`config.mk`:
```
export PLATFORM = sky130hd
export DESIGN_NAME = serial_tc_to_sm_flat
export DESIGN_NICKNAME = d
export VERILOG_FILES = /design/src/rtl/serial_tc_to_sm_pkg.sv /design/src/rtl/serial_tc_to_sm_if.sv /design/src/rtl/serial_tc_to_sm_bit_cell.sv /design/src/rtl/serial_tc_to_sm.sv /design/src/flat_wrapper.sv
export SDC_FILE = /design/constraint.sdc
export NUM_CORES = 1
export LEC_CHECK = 0
export CAP_MARGIN = 20
export CORE_MARGIN = 8
export CORE_UTILIZATION = 58
export DETAILED_ROUTE_END_ITERATION = 8
export HOLD_SLACK_MARGIN = 0.08
export PLACE_DENSITY = 0.79
export SETUP_SLACK_MARGIN = 0.5
export SKIP_LAST_GASP = 1
export SYNTH_ARGS = -nofsm -noshare
export SYNTH_HDL_FRONTEND = slang
export SYNTH_SLANG_ARGS = --single-unit
```
`constraint.sdc`:
```
create_clock -name clk -period 2.4 [get_ports clk]
set_clock_uncertainty 0.15 [all_clocks]
set_input_delay 0.24 -clock clk [delete_from_list [all_inputs] [get_ports clk]]
set_output_delay 0.24 -clock clk [all_outputs]
set_load 0.005 [all_outputs]
```
`src/rtl/serial_tc_to_sm_pkg.sv`:
```
// Shared definitions for the bit-serial two's-complement to sign-magnitude decoder:
// default width, FSM state type and the counter-width helper.
package serial_tc_pkg;

    localparam int DEFAULT_WIDTH = 4;

    typedef enum logic [1:0] {
        IDLE  = 2'd0,
        SHIFT = 2'd1,
        DONE  = 2'd2
    } state_e;

    // Number of bits needed to count 0..value-1; never less than one bit.
    function automatic int clog2(input int value);
        int r;
        r = 1;
        for (int i = 1; i < 32; i++) begin
            if ((32'sd1 << i) < value) begin
                r = i + 1;
            end
        end
        return r;
    endfunction

endpackage

```
`src/rtl/serial_tc_to_sm_if.sv`:
```
// Handshake bundle of serial_tc_to_sm: word input channel and sign/magnitude
// result channel. 'slave' is the decoder view, 'master' the producer/consumer view.
interface serial_tc_to_sm_if
    import serial_tc_pkg::*;
#(
    parameter int WIDTH = DEFAULT_WIDTH
);
    logic [WIDTH-1:0] In;
    logic             in_valid;
    logic             in_ready;
    logic             Sign;
    logic [WIDTH-1:0] Mag;
    logic             out_valid;
    logic             out_ready;

    modport slave (
        input  In,
        input  in_valid,
        input  out_ready,
        output in_ready,
        output Sign,
        output Mag,
        output out_valid
    );

    modport master (
        output In,
        output in_valid,
        output out_ready,
        input  in_ready,
        input  Sign,
        input  Mag,
        input  out_valid
    );
endinterface

```
`src/rtl/serial_tc_to_sm_bit_cell.sv`:
```
// One step of the copy-to-first-one-then-invert rule. For a positive word
// every bit passes through; for a negative word bits up to and including the
// first 1 are copied and every later bit is inverted.
module tc_bit_cell (
    input  logic b,
    input  logic sign,
    input  logic seen_one,
    output logic out_bit,
    output logic seen_one_next
);

    // Combinational bit transform and tracking of whether a 1 has been seen.
    always_comb begin
        out_bit       = b;
        seen_one_next = seen_one | b;
        if (sign && seen_one) begin
            out_bit = ~b;
        end else begin
            out_bit = b;
        end
    end

endmodule

```
`src/rtl/serial_tc_to_sm.sv`:
```
// Bit-serial two's-complement to sign-magnitude decoder.
// A word is accepted in IDLE, consumed LSB-first over WIDTH cycles in SHIFT,
// and held as Sign/Mag in DONE until the consumer takes it.
// Optional feature macro: SERIAL_TC_MIN_FLAG_EN adds output min_flag, high in
// DONE when the accepted word was the most negative value.
module serial_tc_to_sm
    import serial_tc_pkg::*;
#(
    parameter int WIDTH = DEFAULT_WIDTH
) (
    input  logic clk,
    input  logic rst_n,
    serial_tc_to_sm_if.slave bus
`ifdef SERIAL_TC_MIN_FLAG_EN
    ,
    output logic min_flag
`endif
);

    localparam int CNT_W = clog2(WIDTH);
    localparam logic [CNT_W-1:0] CNT_ZERO = CNT_W'(0);
    localparam logic [CNT_W-1:0] CNT_ONE  = CNT_W'(1);
    localparam logic [CNT_W-1:0] CNT_LAST = CNT_W'(WIDTH - 1);
    localparam logic [WIDTH-1:0] WORD_ZERO = {WIDTH{1'b0}};
    localparam logic [WIDTH-1:0] MIN_WORD  = {1'b1, {(WIDTH-1){1'b0}}};

    state_e           state_q,     state_d;
    logic [WIDTH-1:0] sreg_q,      sreg_d;
    logic [WIDTH-1:0] mag_q,       mag_d;
    logic [CNT_W-1:0] cnt_q,       cnt_d;
    logic             seen_q,      seen_d;
    logic             sign_q,      sign_d;
    logic             word_min_q,  word_min_d;
    logic             in_ready_q,  in_ready_d;
    logic             out_valid_q, out_valid_d;
    logic             min_flag_q,  min_flag_d;

    logic accept_s;
    logic cell_bit_s;
    logic cell_seen_s;

    assign accept_s = bus.in_valid & in_ready_q;

    tc_bit_cell u_bit_cell (
        .b             (sreg_q[0]),
        .sign          (sign_q),
        .seen_one      (seen_q),
        .out_bit       (cell_bit_s),
        .seen_one_next (cell_seen_s)
    );

    // State register plus all datapath and output registers.
    always_ff @(posedge clk) begin
        if (!rst_n) begin
            state_q     <= IDLE;
            sreg_q      <= WORD_ZERO;
            mag_q       <= WORD_ZERO;
            cnt_q       <= CNT_ZERO;
            seen_q      <= 1'b0;
            sign_q      <= 1'b0;
            word_min_q  <= 1'b0;
            in_ready_q  <= 1'b1;
            out_valid_q <= 1'b0;
            min_flag_q  <= 1'b0;
        end else begin
            state_q     <= state_d;
            sreg_q      <= sreg_d;
            mag_q       <= mag_d;
            cnt_q       <= cnt_d;
            seen_q      <= seen_d;
            sign_q      <= sign_d;
            word_min_q  <= word_min_d;
            in_ready_q  <= in_ready_d;
            out_valid_q <= out_valid_d;
            min_flag_q  <= min_flag_d;
        end
    end

    // Next-state logic: accept in IDLE, WIDTH shift cycles, wait for the consumer.
    always_comb begin
        state_d = state_q;
        case (state_q)
            IDLE: begin
                if (accept_s) begin
                    state_d = SHIFT;
                end else begin
                    state_d = IDLE;
                end
            end
            SHIFT: begin
                if (cnt_q == CNT_LAST) begin
                    state_d = DONE;
                end else begin
                    state_d = SHIFT;
                end
            end
            DONE: begin
                if (out_valid_q && bus.out_ready) begin
                    state_d = IDLE;
                end else begin
                    state_d = DONE;
                end
            end
            default: begin
                state_d = IDLE;
            end
        endcase
    end

    // Datapath and output next values; handshake flags follow the next state
    // so they are registered and line up with the state register.
    always_comb begin
        sreg_d     = sreg_q;
        mag_d      = mag_q;
        cnt_d      = cnt_q;
        seen_d     = seen_q;
        sign_d     = sign_q;
        word_min_d = word_min_q;
        case (state_q)
            IDLE: begin
                if (accept_s) begin
                    sreg_d     = bus.In;
                    sign_d     = bus.In[WIDTH-1];
                    cnt_d      = CNT_ZERO;
                    seen_d     = 1'b0;
                    word_min_d = (bus.In == MIN_WORD);
                end else begin
                    sreg_d     = sreg_q;
                end
            end
            SHIFT: begin
                // Result bits enter at the MSB so the first (LSB) bit ends at bit 0.
                sreg_d = {1'b0, sreg_q[WIDTH-1:1]};
                mag_d  = {cell_bit_s, mag_q[WIDTH-1:1]};
                seen_d = cell_seen_s;
                cnt_d  = cnt_q + CNT_ONE;
            end
            DONE: begin
                mag_d = mag_q;
            end
            default: begin
                mag_d = mag_q;
            end
        endcase

        in_ready_d  = (state_d == IDLE);
        out_valid_d = (state_d == DONE);
        min_flag_d  = (state_d == DONE) & word_min_q;
    end

    assign bus.in_ready  = in_ready_q;
    assign bus.out_valid = out_valid_q;
    assign bus.Sign      = sign_q;
    assign bus.Mag       = mag_q;

`ifdef SERIAL_TC_MIN_FLAG_EN
    assign min_flag = min_flag_q;
`else
    logic unused_min_flag_s;
    assign unused_min_flag_s = min_flag_q;
`endif

endmodule

```
`src/flat_wrapper.sv`:
```
// flat-port wrapper written by rule: the top's interface ports become plain ports
module serial_tc_to_sm_flat import serial_tc_pkg::*;
#(
    parameter int WIDTH = DEFAULT_WIDTH
)
  (clk, rst_n, bus_In, bus_in_valid, bus_out_ready, bus_in_ready, bus_Sign, bus_Mag, bus_out_valid);
  serial_tc_to_sm_if #(.WIDTH(WIDTH)) bus_i ();
  input  logic clk;
  input  logic rst_n;
  input wire logic [$bits(bus_i.In)-1:0] bus_In;
  input wire logic [$bits(bus_i.in_valid)-1:0] bus_in_valid;
  input wire logic [$bits(bus_i.out_ready)-1:0] bus_out_ready;
  output wire logic [$bits(bus_i.in_ready)-1:0] bus_in_ready;
  output wire logic [$bits(bus_i.Sign)-1:0] bus_Sign;
  output wire logic [$bits(bus_i.Mag)-1:0] bus_Mag;
  output wire logic [$bits(bus_i.out_valid)-1:0] bus_out_valid;
  assign bus_i.In = bus_In;
  assign bus_i.in_valid = bus_in_valid;
  assign bus_i.out_ready = bus_out_ready;
  assign bus_in_ready = bus_i.in_ready;
  assign bus_Sign = bus_i.Sign;
  assign bus_Mag = bus_i.Mag;
  assign bus_out_valid = bus_i.out_valid;
  serial_tc_to_sm #(.WIDTH(WIDTH)) u_core (.clk(clk), .rst_n(rst_n), .bus(bus_i));
endmodule
```
# Yosys cells after proc, flatten, opt, wreduce, memory -nomap -nowiden
# Cells that the tools add are included.
# W data, S select, Z words.
classes:
  n_addsub: 1
  n_eq_ne: 5
  mux: 11
  bitwise_logic: 3
  n_reduce_logical: 7
op_table:
  columns: ["operator", "count"]
  rows:
  - ["$pmux W32 S2", 1]
  - ["$add A32 B1 Y32 const B", 1]
  - ["$eq A32 B2 Y1 const B", 1]
  - ["$mux W32", 1]
  - ["$pmux W4 S2", 1]
  - ["$pmux W2 S3", 1]
  - ["$eq A2 B2 Y1 const B", 2]
  - ["$logic_not A2 Y1", 2]
  - ["$mux W2", 2]
  - ["$mux W4", 1]
  - ["$reduce_and A2 Y1", 2]
  - ["$mux W1", 3]
  - ["$eq A2 B1 Y1 const B", 1]
  - ["$logic_and A1 B1 Y1", 2]
  - ["$ne A2 B1 Y1 const B", 1]
  - ["$pmux W1 S2", 1]
  - ["$reduce_bool A2 Y1", 1]
  - ["$and A1 B1 Y1", 1]
  - ["$not A1 Y1", 1]
  - ["$or A1 B1 Y1", 1]
word_totals:
  reg_bits: 46
  inputBits: 8
  output_inout_bits: 7
  wordCells: 35

# Depth between registers and ports, before layout
# Gate-level depths: netlist (run 1).
logic_depth:
  word_depth: 4
  mapped_depth: 6
  mapped_depth_nobuf: 6

# Modules after synthesis
# From an unflattened synthesis (run 1), not the netlist that was laid out.
hier_totals:
  cells_unflattened: 272
  area_unflattened_um2: 2228.4
modules_own_cells:
  columns: ["mod", "instances", "cells_each", "area_per_inst_um2", "seq_area_each_um2"]
  rows:
  - ["serial_tc_to_sm", 1, 269, 2209.6, 920.9]
  - ["tc_bit_cell", 1, 3, 18.8, 0.0]

# Worst setup path after synthesis (run 1)
# Ideal clock, no wire load.
synth_timing:
  kind: "register -> register"
  start: "register u_core.cnt_q[18]"
  end: "register u_core.cnt_q[30]"
  setup_ps: 71
  arrival_time_ps: 1635
  required_ps: 2179
  path_slack_ps: 545
  stages_incl_launch_ff: 6
  path_buffers: 0
  period_less_slack_ps: 1855
  cell_sequence: "dfxtp_1 -> nand4_1 -> nor4_4 -> nand4_2 -> or3_1 -> a21oi_1"
synth_between:
  elab_chain_len: 2
synth_rtl:
  columns: ["element", "line", "source"]
  rows:
  - ["start, declared", "serial_tc_to_sm.sv:30", "logic [CNT_W-1:0] cnt_q, cnt_d;"]
  - ["start signal, assigned", "serial_tc_to_sm.sv:69", "cnt_q <= cnt_d;"]
  - ["$add A32 B1 Y32", "serial_tc_to_sm.sv:136", "cnt_d = cnt_q + CNT_ONE;"]
  - ["$pmux W32 S2", "serial_tc_to_sm.sv:119", "case (state_q)"]
# Every way passes these cells.
# A chain may end at the register's enable or synchronous reset.

# Worst setup path after layout (run 1)
layout_timing:
  start: "register u_core.cnt_q[25]"
  end: "register u_core.cnt_q[31]"
# Same word-level chain as after synthesis.

==> results.md, run 1 <==
Worst setup path:
- The maximum fanout along the worst path is 5.
- The maximum single-stage delay on the critical path is 380 ps.
- The required time at the worst-slack endpoint is 2490 ps.
- The critical path arrival is 1950 ps.
- The worst register-to-register path has a depth of 5.
- The worst setup path is launched from a flip-flop.
- The worst-path cell with the longest stage delay is sky130_fd_sc_hd__dfxtp_2.
- The signal on the critical path passes through and4_2 -> nand4_1 -> or2_2 -> or3_1 -> a21oi_1.
- The kind of end point of the critical path is a flip-flop.
- The critical path is of the flip-flop to flip-flop type.

Flow run:
- The max-capacitance violation count is 0.

Run status:
- The flow ran to the end, and the final reports show no timing, DRC or antenna violations.

Floorplan:
- For this configuration, the core starts out at a cell density of 0.600.
- From bottom edge to top edge, the die measures 77.3 um.
- The floorplan die width is 77.3 um.
- The core region is 0.00363 mm^2.
- In this run the core area contains 22 standard-cell rows.
- 15 I/O pins were placed.
- The floorplan step defined a die boundary enclosing 0.00598 mm^2.

Power:
- Dividing total power by cell area gives a power density of 566 mW/mm^2.
- The leakage component of the power is 1.01 nW.
- The worst supply voltage drop on vdd is 482 uV.
- The total power of the final layout is 1.49 mW.

Cells and area:
- The layout cell share with drive strength beyond 1 is 0.204.
- From synthesis to final layout, the design area changed by 20.8%.
- For this run, the share of the core covered by cells in the final layout is 0.725.
- The number of standard cells in the layout, taps in and fillers out is 332.
- The library cell used most frequently in the layout, excluding fill and tap cells, is sky130_fd_sc_hd__nand2_1.
- The number of antenna diodes in the final layout is 0.
- At the end of the flow, the number of nets in the layout was 292.
- In the layout the commonest cells are sky130_fd_sc_hd__nand2_1, sky130_fd_sc_hd__dfxtp_1, sky130_fd_sc_hd__nor2_1.

GRT:
- The via count of the first global-routing pass is 1834.
- Entering global routing, the biggest net connects 30 pins.
- The first global-routing pass estimated 8470 um of wire.
- The total track usage is 0.169.
- The initial antenna violation count is 0.
- The remaining global-route overflow is 0.

Synth:
- In this run, synthesis inferred 0 flip-flops with an integrated enable.
- After synthesis, the share of flip-flops with an asynchronous set or reset is 0.
- Synthesis produced a netlist with a net count of 268.
- The Yosys step of the flow raised 0 warnings.
- Counting every instance in the synthesized netlist gives 259.
- The post-synthesis instance area is 0.00218 mm^2.
- The top flip-flop cell by instance count after synthesis is sky130_fd_sc_hd__dfxtp_1.
- The sequential share of the synthesized area is 0.422.
- The average cell area after synthesis is 8.42 um^2.
- The synthesized design contains 46 register bits.
- Synthesis instantiated 41 different standard cells from the library.

Clocking:
- TritonCTS built the clock tree.
- The maximum buffer depth of the clock tree is 2.
- In this run, CTS created clock tree buffers numbering 5.
- Counting every sink on the clock net gives 46.
- The root buffer cell is sky130_fd_sc_hd__clkbuf_8.
- After clock tree synthesis, the clock-pin slew on the worst setup and hold paths is 80 ps.
- At the later pin of the worst-skew pair, clock insertion delay measures 300 ps.
- In this run the number of H-tree levels came out at 2.

STA:
- Setup violations remaining at the end of the flow were counted as 0.
- Derived from the worst setup path, the maximum achievable clock frequency is 538 MHz.
- For the pin with the worst max-slew slack, the measured transition is 490 ps.
- The final hold violation count is 0.
- The post-route setup TNS is 0 ps.
- The final period demand of the worst path is 1860 ps.
- In this run the tightest slew margin relative to its limit is 0.673.
- The ratio of final minimum period to clock period is 0.775.
- The post-route worst hold slack is 325 ps.
- Setup repair after global routing could not meet its margin everywhere.
- The total count of max-transition violations in the final report is 0.

Detailed routing:
- The number of iterations in the first detailed-routing pass is 4.
- The aggregate routed wire length is 4970 um.
- The detail route stage leaves a number of antenna-violating nets equal to 0.
- Across all layers, the routed design uses 1987 vias.
- Dividing the detail-routed via count by the number of cells gives 5.98.
- After the first detailed-routing iteration, the DRC count stood at 173.
- The detailed-route DRC error count is 0.
- The post-detailed-route wirelength per cell is 15.0 um.

Placed design:
- The routability congestion estimate is 0.770.
- The post-placement cell count is 317.
- Detailed placement ended at an HPWL of 3240 um.
- The number of input and output port buffers inserted is 14.

Hold path:
- The number of cells traversed by the worst hold path is 2.
- The path class of the lowest-slack min-delay path is flip-flop to flip-flop.
==> worst max-delay path: cells and delay by family (launching register included) <==
kind            cells  cell delay (ps)
simple gates        4             1130
compound gates      1              140
flops               1              380
==> final cells by class <==
cell class,instances,area (um^2)
Multi-Input combinational cell,198,1240
Fill cell,287,1000
Sequential cell,46,963
Timing Repair Buffer,28,245
Clock buffer,5,68.8
Tap cell,48,60.1
Clock inverter,3,45.0
Inverter,4,15.0
==> Yosys cell counts (3+ instances only) <==
| library cell | count | area [um^2] |
|---|---|---|
| sky130_fd_sc_hd__nor3_1 | 3 | 15.0 |
| sky130_fd_sc_hd__or3_1 | 8 | 50.1 |
| sky130_fd_sc_hd__o211ai_1 | 7 | 52.6 |
| sky130_fd_sc_hd__dfxtp_1 | 46 | 921 |
| sky130_fd_sc_hd__nand3_1 | 15 | 75.1 |
| sky130_fd_sc_hd__nand4_1 | 10 | 62.6 |
| sky130_fd_sc_hd__and3_1 | 7 | 43.8 |
| sky130_fd_sc_hd__and2_1 | 14 | 87.6 |
| sky130_fd_sc_hd__mux2i_1 | 12 | 120 |
| sky130_fd_sc_hd__clkbuf_1 | 10 | 37.5 |
| sky130_fd_sc_hd__nand2_1 | 37 | 139 |
| sky130_fd_sc_hd__nor4_1 | 7 | 43.8 |
| sky130_fd_sc_hd__nor2_1 | 21 | 78.8 |
| sky130_fd_sc_hd__a21oi_1 | 15 | 75.1 |
| sky130_fd_sc_hd__o21a_1 | 4 | 30.0 |
| sky130_fd_sc_hd__inv_1 | 4 | 15.0 |
| sky130_fd_sc_hd__o21ai_0 | 6 | 30.0 |
| sky130_fd_sc_hd__o221ai_1 | 3 | 26.3 |
==> routing by layer <==
layer,GRT usage,vias to the layer above,share of wire
met5,0,-,0
met4,0.0868,0,0.022
met3,0.0443,13,0.033
met2,0.259,33,0.47
met1,0.213,942,0.48
li1,-,999,-
==> where the power goes <==
group / switching, mW / leakage [nW] / internal (mW)
Sequential: 0.0159 / 0.385 / 0.773
Combinational: 0.0750 / 0.574 / 0.0500
Clock: 0.268 / 0.0504 / 0.310
==> per-stage QoR <==
step	worst slack [ps]	instance area (um^2)
final	540	2630
after global routing	384	2630
after CTS	496	2550
after detailed placement	343	2390
after global placement	393	2390
after floorplan	545	2180
==> repair_timing <==
action / CTS / global route
gates resized for setup: 11 / 25
setup buffers: 3 / 4
hold buffers: 0 / 0
pin swaps: 2 / 2
endpoints found under the setup margin: 15 / 21
==> sequential cells by signal, summed over array words and instances, names as in the netlist <==
signal / flops
u_core.cnt_q: 32
u_core.seen_q: 1
u_core.bus.out_valid: 1
u_core.bus.in_ready: 1
u_core.bus.Mag: 4
u_core.state_q: 2
u_core.bus.Sign: 1
u_core.sreg_q: 4
==> cells by family (layout without fill, tap and decap cells) <==
group	after synthesis	in the layout	share of synthesized area
muxes	13	13	0.0602
xor gates and xnor gates	1	1	0.00402
adders and majority gates	1	1	0.00574
DFF	46	46	0.422
buffers and inverters	15	40	0.0264
and+or+nand+nor	136	136	0.338
AOI/OAI and AO/OA	47	47	0.143
==> worst paths after layout <==
check	startpoint	to	slack, ps
max	u_core.cnt_q[25]$_SDFFE_PN0P_	u_core.cnt_q[31]$_SDFFE_PN0P_	540
min reg2reg	u_core.bus.Mag[2]$_SDFFE_PN0P_	u_core.bus.Mag[1]$_SDFFE_PN0P_	320
max reg2reg	u_core.cnt_q[25]$_SDFFE_PN0P_	u_core.cnt_q[31]$_SDFFE_PN0P_	540
min	u_core.bus.Mag[2]$_SDFFE_PN0P_	u_core.bus.Mag[1]$_SDFFE_PN0P_	320
No activity file was read; power rests on OpenSTA's default activity.
==> run 2: changes to the inputs <==
--- a/config.mk
+++ b/config.mk
@@ -7,10 +7,10 @@
 export LEC_CHECK = 0
 export CAP_MARGIN = 20
 export CORE_MARGIN = 8
-export CORE_UTILIZATION = 58
+export CORE_UTILIZATION = 52
 export DETAILED_ROUTE_END_ITERATION = 8
 export HOLD_SLACK_MARGIN = 0.08
-export PLACE_DENSITY = 0.79
+export PLACE_DENSITY = 0.75
 export SETUP_SLACK_MARGIN = 0.5
 export SKIP_LAST_GASP = 1
 export SYNTH_ARGS = -nofsm -noshare
==> constraint.sdc (replaced) <==
create_clock -name clk -period 1.6 [get_ports clk]
set_clock_uncertainty 0.15 [all_clocks]
set_input_delay 0.16 -clock clk [delete_from_list [all_inputs] [get_ports clk]]
set_output_delay 0.16 -clock clk [all_outputs]
set_load 0.005 [all_outputs]
==> run 2 against run 1 <==
Critical path depth grew 1. Routed wire length grew to 2.7 times the previous value. Sequential cell count is the same. Largest power group unchanged. Register-to-register slack lost 1200 ps. First-iteration DRC count grew to 4.6 times the previous value. Power grew 76%. The flow now finishes with violations (design-rule violations, negative setup slack). Combinational power grew to 4.2 times the previous value. Die area grew 9.1%.
==> results.md, run 2 (synthesis results as in run 1) <==
Power:
- Of the total power, combinational logic draws 0.199.
- In this run the power spent charging and discharging nets is 794 uW.
- After layout, the design draws a total of 2.62 mW.
- In this run the static leakage power is 1.65 nW.
- The sequential group share of total power is 0.459.
- In this run the power density over the cells is 669 mW/mm^2.
- The internal portion of total power is 1.83 mW.
- The switching fraction of total power is 0.303.
- Of the total power, the clock network draws 0.342.
- The worst supply voltage drop on vdd is 732 uV.

Placed design:
- The congestion estimate from routability-driven global placement came to 0.807.
- In this run the cell area measured after placement is 0.00293 mm^2.
- Once detailed placement completed, the half-perimeter wirelength came to 4090 um.
- The number of input and output port buffers inserted is 14.
- The post-placement cell count is 370.

Cells and area:
- The area used by multi-input combinational logic is 0.00168 mm^2.
- Leaving out fill and tap cells, the most frequent cell in the layout is sky130_fd_sc_hd__buf_4.
- Of the cells placed in the final design, the portion with a size suffix greater than 1 is 0.578.
- The register ranked first by flip-flop count is u_core.cnt_q.
- Once layout is done, the placed cells without fillers occupy 0.00392 mm^2.
- At the end of the flow, the number of nets in the layout was 378.
- Fill cells in the final layout number 62.
- The area overhead of the layout relative to synthesis is 79.6%.
- The count of cells in the finished layout, fillers not included, comes to 420.
- The antenna diode count is 0.
- In the layout the commonest cells are sky130_fd_sc_hd__buf_4, sky130_fd_sc_hd__buf_6, sky130_fd_sc_hd__nand2_1.
- The register with the most flip-flops in the layout has 32 of them.
- The combined flip-flop and latch cell area is 965 um^2.

Floorplan:
- In this run the horizontal extent of the chip is 80.8 um.
- The number of placed I/O pins is 15.
- The row count is 23.
- The die area is 0.00652 mm^2.
- The core footprint is 0.00403 mm^2.
- The initial utilization of the core area, before any placement, comes to 0.541.
- The die height is 80.8 um.

Clocking:
- CTS saw 46 sinks.
- The later pin in the worst-skew pair is clocked with a latency of 350 ps.
- The H-tree generated during clock tree synthesis spans 2 levels.
- The number of buffers inserted during clock tree synthesis is 5.
- The root buffer cell is sky130_fd_sc_hd__clkbuf_8.
- The cts-stage hold buffer count is 0.
- The clock slew seen by the registers of the worst setup and hold paths is 110 ps.
- The clock tree from TritonCTS is built.
- The clock passes through at most 2 buffers.

Flow run:
- The tool flagged a number of max-cap violations equal to 0.

GRT:
- In the global route stage, overall resource usage came out at 0.269.
- The initial antenna violation count was 1.
- The via count of the first global-routing pass is 2755.
- Global routing finished with a remaining overflow of 0.
- The largest net degree at the start of global routing is 30.
- The first-pass GRT wire length is 13500 um.

Worst setup path:
- The critical path arrival is 2390 ps.
- By startpoint and endpoint, the worst setup path is classified as flip-flop to flip-flop.
- Among all stages on the critical path, the largest delay is contributed by sky130_fd_sc_hd__nor4_2.
- For this run, the slowest stage of the critical path takes 610 ps.
- The type of element launching the critical path is a flip-flop.
- The required time at the worst-slack endpoint is 1690 ps.
- STA classifies the critical path endpoint as a flip-flop.
- The maximum fanout along the worst path is 5.
- The critical path goes through buf_4 -> nor4_2 -> nand4_1 -> nor3_4 -> o21a_1 -> nor2_1.

Run status:
- The final reports fail on design-rule violations, negative setup slack.
- The flow ran to the end, but the final reports show violations.

STA:
- The total count of max-transition violations in the final report is 0.
- After routing, the total negative slack on setup checks comes to -12080 ps.
- Setup slack on the critical path of the routed design comes to -692 ps.
- The worst slew margin relative to its limit is 0.538.
- Based on the critical path, the design can be clocked at up to 436 MHz.
- At the pin with the least slew margin, the transition time is 687 ps.
- The final hold violation count is 0.
- Setup violations remaining at the end of the flow were counted as 35.
- The ratio of final minimum period to clock period is 1.43.
- The tightest hold path in the finished design has a slack of 366 ps.
- The final period demand of the worst path is 2290 ps.
- Setup repair after global routing could not meet its margin everywhere.

Hold path:
- The path class of the lowest-slack min-delay path is primary input to flip-flop.

Detailed routing:
- For this run, design rule violations remaining after detail routing come to 1.
- Summed over all layers, the routed wires come to 13400 um.
- The detail route stage leaves a number of antenna-violating nets equal to 0.
- The post-detailed-route wirelength per cell is 32.0 um.
- The routed layout has 3212 vias.
- The first detailed-routing pass ran for 9 iterations.
- The via count normalized by instance count is 7.65.
- After the first detailed-routing iteration, the DRC count stood at 801.
-- run 2: cell types whose count changed in the layout (fill, tap and decap cells not counted), moves of 7 or more --
cell and change:
sky130_fd_sc_hd__a21oi_1 -11, sky130_fd_sc_hd__a21oi_2 +11, sky130_fd_sc_hd__buf_4 +49, sky130_fd_sc_hd__buf_6 +33, sky130_fd_sc_hd__clkdlybuf4s50_1 -7, sky130_fd_sc_hd__nand2_1 -8
sky130_fd_sc_hd__nand3_1 -9
-- run 2: cell type report --
| class | instances | area share |
|---|---|---|
| Clock inverter | 1 | 0.00192 |
| Inverter | 4 | 0.00543 |
| Clock buffer | 7 | 0.0249 |
| Timing Repair Buffer | 114 | 0.277 |
| Sequential cell | 46 | 0.246 |
| Tap cell | 50 | 0.0160 |
| Multi-Input combinational cell | 198 | 0.429 |
-- run 2: path summary, 6_finish.rpt --
path	endpoint	from	cells after the start	slack [ps]
worst max-delay path	u_core.state_q[0]$_SDFF_PN0_	u_core.cnt_q[9]$_SDFFE_PN0P_	6	-690
worst max register to register	u_core.state_q[0]$_SDFF_PN0_	u_core.cnt_q[9]$_SDFFE_PN0P_	6	-690
worst min register to register	u_core.bus.Mag[1]$_SDFFE_PN0P_	u_core.bus.Mag[1]$_SDFFE_PN0P_	2	370
worst min-delay path	u_core.sreg_q[2]$_SDFFE_PN0P_	bus_In[2]	3	370
-- run 2: power by group through the flow --
stage / registers (mW) / clock network, mW / logic (mW)
2_1_floorplan: 1.22 / 0 / 0.166
3_5_place_dp: 1.22 / 0 / 0.282
4_1_cts: 1.19 / 0.826 / 0.404
5_1_grt: 1.20 / 0.921 / 0.530
3_3_place_gp: 1.22 / 0 / 0.275
6_report: 1.20 / 0.896 / 0.521
-- run 2: metal layers --
metal	vias to the layer above	wire [um]	global-route usage
met5	-	15	0
met3	178	2160	0.0629
met4	2	1540	0.198
met2	412	5580	0.470
met1	1452	4150	0.276
li1	1168	-	-
-- run 2: worst max-delay path, delay by kind of cell (launching register included) --
kind	cells	cell delay, ps
AOI/OAI and AO/OA	1	160
buffers and inverters	1	160
DFF	1	330
and+or+nand+nor	4	1400
-- run 2: per-stage QoR --
step                utilization  setup slack (ps)
finish                    0.972              -692
global route              0.972              -718
CTS                       0.840              -198
detailed placement        0.728              -232
global placement          0.728              -157
floorplan                     -              -131
-- run 2: timing repair --
action / CTS / global route
gates resized for setup: 80 / 85
setup buffers: 19 / 21
setup endpoints to repair: 53 / 49
gates cloned: 2 / 0
pin swaps: 31 / 48
